<file path="src/rtl/g_aetcam_wr_ctrl.sv">
// Write-side controller for a dual-port ternary CAM array.
// Accepts WRITE / INVALIDATE / CLEAR_ALL commands over valid/ready and drives the
// array's port-0 write bus plus the per-entry valid vector used by the search path.
// Optional macro G_AETCAM_SHADOW_EN adds a readable shadow copy of all entries.
module g_aetcam_wr_ctrl #(
    parameter int unsigned WIDTH = 32,
    parameter int unsigned DEPTH = 64,
    parameter int unsigned AW    = $clog2(DEPTH)
) (
    input  logic             clk,
    input  logic             rst_n,
    input  logic             cmd_valid_i,
    output logic             cmd_ready_o,
    input  logic [1:0]       cmd_op_i,
    input  logic [AW-1:0]    cmd_addr_i,
    input  logic [WIDTH-1:0] cmd_value_i,
    input  logic [WIDTH-1:0] cmd_mask_i,
    output logic [DEPTH-1:0] wen_o,
    output logic [WIDTH-1:0] w_st_o,
    output logic [WIDTH-1:0] w_m_o,
    output logic [DEPTH-1:0] valid_vec_o,
    output logic             busy_o,
    output logic             done_o,
`ifdef G_AETCAM_SHADOW_EN
    input  logic [AW-1:0]    rd_addr_i,
    output logic [WIDTH-1:0] rd_st_o,
    output logic [WIDTH-1:0] rd_m_o,
    output logic             rd_valid_o,
`endif
    output logic             err_o
);

    typedef enum logic [1:0] {StIdle, StWr, StClr} state_e;

    localparam logic [1:0]    OpWrite = 2'd0;
    localparam logic [1:0]    OpInval = 2'd1;
    localparam logic [1:0]    OpClear = 2'd2;
    localparam logic [1:0]    OpRsvd  = 2'd3;
    localparam logic [AW-1:0] LastIdx = AW'(DEPTH - 1);

    state_e             state_q, state_d;
    logic [AW-1:0]      addr_q, addr_d;
    logic [AW-1:0]      cnt_q, cnt_d;
    logic               set_q, set_d;   // 1: WRITE sets valid, 0: INVALIDATE clears it
    logic               err_q, err_d;
    logic [WIDTH-1:0]   w_st_q, w_st_d;
    logic [WIDTH-1:0]   w_m_q, w_m_d;
    logic [DEPTH-1:0]   valid_q, valid_d;
    logic               cmd_bad;

    // Out-of-range addresses only exist when DEPTH is not a power of two.
    assign cmd_bad = (cmd_op_i == OpRsvd) || (32'(cmd_addr_i) >= DEPTH);

    assign cmd_ready_o = (state_q == StIdle) && rst_n;
    assign busy_o      = (state_q != StIdle);
    assign w_st_o      = w_st_q;
    assign w_m_o       = w_m_q;
    assign valid_vec_o = valid_q;

    // Next-state and write-bus outputs; bus data only changes at command acceptance.
    always_comb begin
        state_d = state_q;
        addr_d  = addr_q;
        cnt_d   = cnt_q;
        set_d   = set_q;
        err_d   = err_q;
        w_st_d  = w_st_q;
        w_m_d   = w_m_q;
        valid_d = valid_q;
        wen_o   = '0;
        done_o  = 1'b0;
        err_o   = 1'b0;
        unique case (state_q)
            StIdle: begin
                if (cmd_valid_i) begin
                    addr_d = cmd_addr_i;
                    if (cmd_op_i == OpClear) begin
                        state_d = StClr;
                        cnt_d   = '0;
                        w_st_d  = '0;
                        w_m_d   = '0;
                    end else begin
                        state_d = StWr;
                        err_d   = cmd_bad;
                        set_d   = (cmd_op_i == OpWrite);
                        if (!cmd_bad) begin
                            // Masked bits are stored as 0 so entries compare canonically.
                            w_st_d = (cmd_op_i == OpWrite) ? (cmd_value_i & ~cmd_mask_i) : '0;
                            w_m_d  = (cmd_op_i == OpWrite) ? cmd_mask_i : '0;
                        end
                    end
                end
            end
            StWr: begin
                state_d = StIdle;
                err_d   = 1'b0;
                done_o  = 1'b1;
                err_o   = err_q;
                if (!err_q) begin
                    wen_o[addr_q]   = 1'b1;
                    valid_d[addr_q] = set_q;
                end
            end
            StClr: begin
                wen_o[cnt_q]   = 1'b1;
                valid_d[cnt_q] = 1'b0;
                if (cnt_q == LastIdx) begin
                    done_o  = 1'b1;
                    cnt_d   = '0;
                    state_d = StIdle;
                end else begin
                    cnt_d = cnt_q + AW'(1);
                end
            end
            default: state_d = StIdle;
        endcase
    end

    // State register with synchronous active-low reset.
    always_ff @(posedge clk) begin
        if (!rst_n) begin
            state_q <= StIdle;
            addr_q  <= '0;
            cnt_q   <= '0;
            set_q   <= 1'b0;
            err_q   <= 1'b0;
            w_st_q  <= '0;
            w_m_q   <= '0;
            valid_q <= '0;
        end else begin
            state_q <= state_d;
            addr_q  <= addr_d;
            cnt_q   <= cnt_d;
            set_q   <= set_d;
            err_q   <= err_d;
            w_st_q  <= w_st_d;
            w_m_q   <= w_m_d;
            valid_q <= valid_d;
        end
    end

`ifdef G_AETCAM_SHADOW_EN
    logic [WIDTH-1:0] sh_st_q [DEPTH];
    logic [WIDTH-1:0] sh_m_q  [DEPTH];
    logic [WIDTH-1:0] rd_st_q, rd_m_q;
    logic             rd_valid_q;
    logic             rd_in_range;

    assign rd_in_range = (32'(rd_addr_i) < DEPTH);
    assign rd_st_o     = rd_st_q;
    assign rd_m_o      = rd_m_q;
    assign rd_valid_o  = rd_valid_q;

    // Shadow copy mirrors every array write; reads see pre-write data on a collision.
    always_ff @(posedge clk) begin
        if (!rst_n) begin
            for (int i = 0; i < int'(DEPTH); i++) begin
                sh_st_q[i] <= '0;
                sh_m_q[i]  <= '0;
            end
            rd_st_q    <= '0;
            rd_m_q     <= '0;
            rd_valid_q <= 1'b0;
        end else begin
            for (int i = 0; i < int'(DEPTH); i++) begin
                if (wen_o[i]) begin
                    sh_st_q[i] <= w_st_q;
                    sh_m_q[i]  <= w_m_q;
                end
            end
            rd_st_q    <= rd_in_range ? sh_st_q[rd_addr_i] : '0;
            rd_m_q     <= rd_in_range ? sh_m_q[rd_addr_i] : '0;
            rd_valid_q <= rd_in_range ? valid_q[rd_addr_i] : 1'b0;
        end
    end
`endif

endmodule

</file>
<file path="config.mk">
export PLATFORM = sky130hd
export DESIGN_NAME = g_aetcam_wr_ctrl
export DESIGN_NICKNAME = d
export VERILOG_FILES = /design/src/rtl/g_aetcam_wr_ctrl.sv
export SDC_FILE = /design/constraint.sdc
export NUM_CORES = 1
export LEC_CHECK = 0
export BUFFER_PORTS_ARGS = -buffer_cell sky130_fd_sc_hd__buf_2
export CAP_MARGIN = 0
export CORE_MARGIN = 1.5
export CORE_UTILIZATION = 55
export DETAILED_ROUTE_END_ITERATION = 8
export GPL_ROUTABILITY_DRIVEN = 1
export PLACE_DENSITY_LB_ADDON = 0.08
export RECOVER_POWER = 100
export SYNTH_ARGS = -nofsm -noshare
export SYNTH_HDL_FRONTEND = slang
export SYNTH_SLANG_ARGS = --single-unit
</file>
<file path="constraint.sdc">
create_clock -name clk -period 4 [get_ports clk]
set_input_delay 0 -clock clk [delete_from_list [all_inputs] [get_ports clk]]
set_output_delay 0 -clock clk [all_outputs]
set_load 0.02 [all_outputs]
</file>
# Yosys cells after proc, flatten, opt, wreduce, memory -nomap -nowiden
# Cells that the tools add are included.
word_totals:
  input_bits: 75
  regBits: 144
  out_inout_bits: 196
op_classes:
  order_cmp: 4
  n_addsub: 1
  n_reduce_logical: 16
  eq_ne: 11
  bitwise: 5
  mux: 29
op_table:
  columns: ["cell", "count"]
  rows:
  - ["$pmux 64 s2", 2]
  - ["$mux 32", 6]
  - ["$mux 64", 2]
  - ["$and 64x64->64", 1]
  - ["$bwmux 64", 1]
  - ["$not 64->64", 1]
  - ["$and 32x32->32", 1]
  - ["$not 32->32", 1]
  - ["$mux 6", 3]
  - ["$lt 6x7->1 const B", 2]
  - ["$demux 1 s6", 2]
  - ["$ge 6x1->1 const B", 2]
  - ["$pmux 6 s2", 1]
  - ["$reduce_and 3->1", 4]
  - ["$ne 2x2->1 const B", 4]
  - ["$reduce_bool 2->1", 4]
  - ["$add 6x1->6 const B", 1]
  - ["$eq 2x2->1 const B", 3]
  - ["$eq 6x6->1 const B", 1]
  - ["$mux 1", 6]
  - ["$mux 2", 3]
  - ["$reduce_and 2->1", 3]
  - ["$logic_not 2->1", 2]
  - ["$ne 2x1->1 const B", 2]
  - ["other kinds (5)", 8]

# Longest topological paths before layout
depth:
  word_depth: 7
  ltp_mapped: 9

# Least setup slack after synthesis
# OpenSTA, ideal clock, no wires.
synth_timing:
  path_kind: "register to output"
  startpoint: "reg state_q[0]"
  endpoint: "out wen_o[16]"
  path_slack_ns: 2.156
  stages_incl_launch_ff: 8
  t_required_ns: 4.000
  arrival_time_ns: 1.844
  path_cell_list: "dfxtp_1 -> inv_1 -> ha_1 -> buf_6 -> buf_6 -> nor4b_1 -> nand2_1 -> a21boi_0"
synth_between:
  elab_chain_len: 2
  word_cells_on_any_way: 3
  cone_classes: "eq/ne (2); mux (1)"
synth_rtl:
  columns: ["element", "line", "text"]
  rows:
  - ["start: declaration", "41", "state_e state_q, state_d;"]
  - ["start signal: assignment", "122", "state_q <= StIdle;"]
  - ["start signal: assignment", "131", "state_q <= state_d;"]
  - ["$eq 2x2->1 or $eq 2x1->1 (tied branches)", "73", "unique case (state_q)"]
  - ["$pmux 64 s2 *", "73", null]
  - ["end: declaration", "18", "output logic [DEPTH-1:0] wen_o,"]
# Every way passes the cells marked *; elsewhere a longest branch is shown, timed or not.

# Worst setup path after layout
layout_timing:
  startpoint: "reg state_q[1]"
  endpoint: "reg valid_q[40] (netlist: valid_vec_o[40])"
layout_between:
  elab_chain_len: 3
  word_cells_on_any_way: 6
  cone_classes: "eq/ne (3); mux (1); reduce/logical (2)"
layout_rtl:
  columns: ["element", "line", "text"]
  rows:
  - ["$eq 2x1->1 or $eq 2x2->1 (tied branches)", "73", null]
  - ["$ne 2x2->1 (no source line) or $reduce_bool 2->1 (tied branches)", null, null]
  - ["$reduce_and 2->1 (no source line)", null, null]
  - ["end signal: assignment", "138", "valid_q <= valid_d;"]
  - ["end: declaration", "48", "logic [DEPTH-1:0] valid_q, valid_d;"]
# Several ways; a longest one is shown, not always the timed one.
# A chain may end at the register's enable or synchronous reset.

==> impl_metrics.toml <==
[run_status]
outcome = "complete, no violations"

[worst_setup_path]
r2r_cells = 8
required_ns = 4.35
critPathKind = "flip-flop to flip-flop"
crit_path_max_fanout = 27
worst_setup_path_start_kind = "flip-flop"
end_kind = "flip-flop"
reg2reg_from = "state_q[1]$_SDFFE_PN0P_"
reg2reg_to = "valid_vec_o[40]$_SDFFE_PN0P_"
worst_ep_arrival_time_ns = 3.79
r2r_setup_slack_ns = 0.56

[sta]
drv_slew = 0
hold_slack_ns = 0.03455
tns_ns = 0
rsz0062_at_grt = "no"
min_period_ns = 3.439
setup_violations = 0
relSlewSlack_pct = 11.97
fin_crit_sh_pct = 85.98
max_freq_mhz = 290.8
skew_ns = 0.01019
tightest_slew_ns = 1.320
hold_viol = 0

[grt]
grt.overflow.total = 0
grtUsageTotal_pct = 41.29
antenna_found_initial = 0
grt_pass1_wl_um = 51250
grt_pass1_vias = 9426
grt_max_degree = 65

[die]
die_w_um = 124.7
rows = 44
ios = 271
start_util_pct = 56.30
core_mm2 = 0.01448
die_area_mm2 = 0.01556
fp.dieH_um = 124.7

[place]
dp_hpwl_um = 21060
dpl-instance-area_mm2 = 0.009385
gp_congestion = 0.9716
post-place-cells = 1400
port_buffers = 270

[clocking]
tritoncts = "built"
cts.path.max_buffers = 2
path_clk_slew_ns = 0.06
cts_buffers = 17
post_cts_resized = 0
cts_num_sinks = 144
worstSkewPairLatency_ns = 0.44
h-tree-depth = 4
clockRootBuffer = "clkbuf_16"

[detailed_routing]
initialDrtViolationCount = 1035
num_vias = 9755
firstDrtPassIters = 5
ant_nets = 0
vias_per_cell = 6.508
wire_per_inst_um = 22.25
drcViolationCount = 0
wirelength_um = 33360

[synthesis]
async_reset_ff_share_pct = 0
synth_nets = 1105
synth_edf_count = 0
syn_area_mm2 = 0.008152
synth-seq-cells = 144
ys_seq_area_share_pct = 35.36
avgSynthCellArea_um2 = 7.945
yosys_warnings = 0
synthFlopType = "dfxtp_1"
netlist_instances = 1026
synthDistinctLibCells = 68

[min_path]
hold_path_class = "input port to flip-flop"
hold_path_depth = 5
min_from = "cmd_value_i[15]"
hold_end = "w_st_o[15]$_SDFFE_PN0P_"

[layout]
stdcell_count = 1499
layout.nets = 1382
diodes = 0
drive_above_1_share_pct = 14.68
fillCellCount = 1250
design_area_mm2 = 0.01036
synthToLayoutAreaGrowth_pct = 27.15

[power_and_ir_drop]
power_density_mw_per_mm2 = 353.2
power_mw = 3.660
irDropWorstVdd_uv = 320.9
p_leak_nw = 3.514

[job]
max_cap_violations = 0
layout make-up:
type | count | area (µm²) | share of cell area [%]
Sequential cell | 144 | 2883 | 27.81
Clock inverter | 12 | 132.6 | 1.280
Multi-Input combinational cell | 780 | 4747 | 45.80
Inverter | 6 | 22.52 | 0.2173
Timing Repair Buffer | 354 | 1907 | 18.40
Clock buffer | 19 | 442.9 | 4.273
Tap cell | 184 | 230.2 | 2.221
repair_timing:
item                                    in CTS  in global routing
endpoints found under the setup margin       0                  0
buffers inserted                             0                  0
hold endpoints to repair                    69                  0
hold buffers                                68                  0
cell usage after synthesis, drive strengths merged, types with 3 or more instances:
library cell / count / area, µm²
o21a: 32 / 240.2
nor3: 26 / 193.9
nand2b: 43 / 269.0
nand3: 17 / 85.08
nor3b: 12 / 115.1
dfxtp: 144 / 2883
nor4: 41 / 277.8
inv: 6 / 22.52
a22oi: 42 / 315.3
and4bb: 4 / 50.05
and3: 3 / 18.77
a211oi: 22 / 170.2
nand3b: 12 / 90.09
nand4b: 5 / 43.79
o21ai: 23 / 115.1
nand2: 66 / 247.7
nand4: 3 / 25.02
ha: 4 / 50.05
and3b: 8 / 70.07
buf: 50 / 305.3
o221a: 36 / 405.4
a21boi: 17 / 127.6
or3: 5 / 41.29
nor2b: 20 / 125.1
o32ai: 4 / 35.03
clkbuf: 46 / 173.9
or3b: 9 / 83.83
nor4b: 4 / 50.05
a31oi: 8 / 50.05
and2: 12 / 75.07
a21oi: 104 / 520.5
nor2: 171 / 646.9
o22ai: 7 / 43.79
state kept, by name, indices dropped and copies added (netlist names):
register     count
err_q            1
cnt_q            6
w_m_o           32
addr_q           6
state_q          2
valid_vec_o     64
set_q            1
w_st_o          32
report_power, final:
group / internal, mW / leakage [nW] / switching [mW]
Clock: 0.935 / 0.276 / 0.671
Sequential: 1.46 / 1.16 / 0.0389
Combinational: 0.181 / 2.07 / 0.375
routing by layer:
layer | routed length [µm] | part of all wire, % | vias up | GRT usage (%)
li1 | - | - | 4286 | -
met1 | 12630 | 38 | 4487 | 51.36
met2 | 15040 | 45 | 815 | 64.96
met3 | 3698 | 11 | 167 | 9.493
met4 | 1990 | 6.0 | 0 | 25.15
met5 | 0 | 0 | - | 0
cells in the final DEF, fill, tap and decap left out, types with 12 or more instances in the layout:
cell / n
clkbuf_1: 189
nor2_1: 169
dfxtp_1: 144
a21oi_1: 104
buf_2: 84
dlygate4sd3_1: 68
nand2_1: 65
nand2b_1: 43
a22oi_1: 42
nor4_1: 39
o221a_2: 35
o21a_1: 32
o21ai_0: 22
a211oi_1: 21
nor2b_1: 20
nor3_1: 18
nand3_1: 17
clkbuf_16: 17
a21boi_0: 16
nand3b_1: 12
buf_4: 12
cell families (layout without fill, tap and decap cells):
kind of cell,Yosys count,in the layout,share of synthesized area [%]
buffers and inverters,102,391,6.155
AO/OA/AOI/OAI,307,307,26.08
XOR/XNOR,3,3,0.3224
adder cells (fa/ha/maj),4,4,0.6140
AND/OR/NAND/NOR,466,466,31.47
flip-flops,144,144,35.36
metrics by stage:
stage	utilization, %	setup WS [ns]
floorplan	-	2.156
global placement	64.82	1.384
detailed placement	64.82	1.311
CTS	73.50	0.8865
global route	71.59	0.3567
finish	71.59	0.5607
worst max-delay path, cell delays in order, from the launching register on:
cell	delay (ns)
dfxtp_1	0.35
inv_1	0.07
ha_1	0.26
clkbuf_1	0.66
a21bo_1	0.65
buf_4	0.41
nor3_1	0.57
a21oi_1	0.15
a211oi_1	0.23
worst max path at each step:
stage                                  from                            to  cells past startpoint  slack, ns
finish              state_q[1]$_SDFFE_PN0P_  valid_vec_o[40]$_SDFFE_PN0P_                      8       0.56
global route        state_q[1]$_SDFFE_PN0P_  valid_vec_o[40]$_SDFFE_PN0P_                      8       0.36
CTS                 state_q[0]$_SDFFE_PN0P_                      wen_o[0]                      8       0.89
detailed placement  state_q[1]$_SDFFE_PN0P_  valid_vec_o[14]$_SDFFE_PN0P_                      8       1.31
global placement    state_q[0]$_SDFFE_PN0P_                      wen_o[0]                      8       1.38
floorplan           state_q[0]$_SDFFE_PN0P_                     wen_o[16]                      7       2.16
Power figures use the tool's default switching activity.
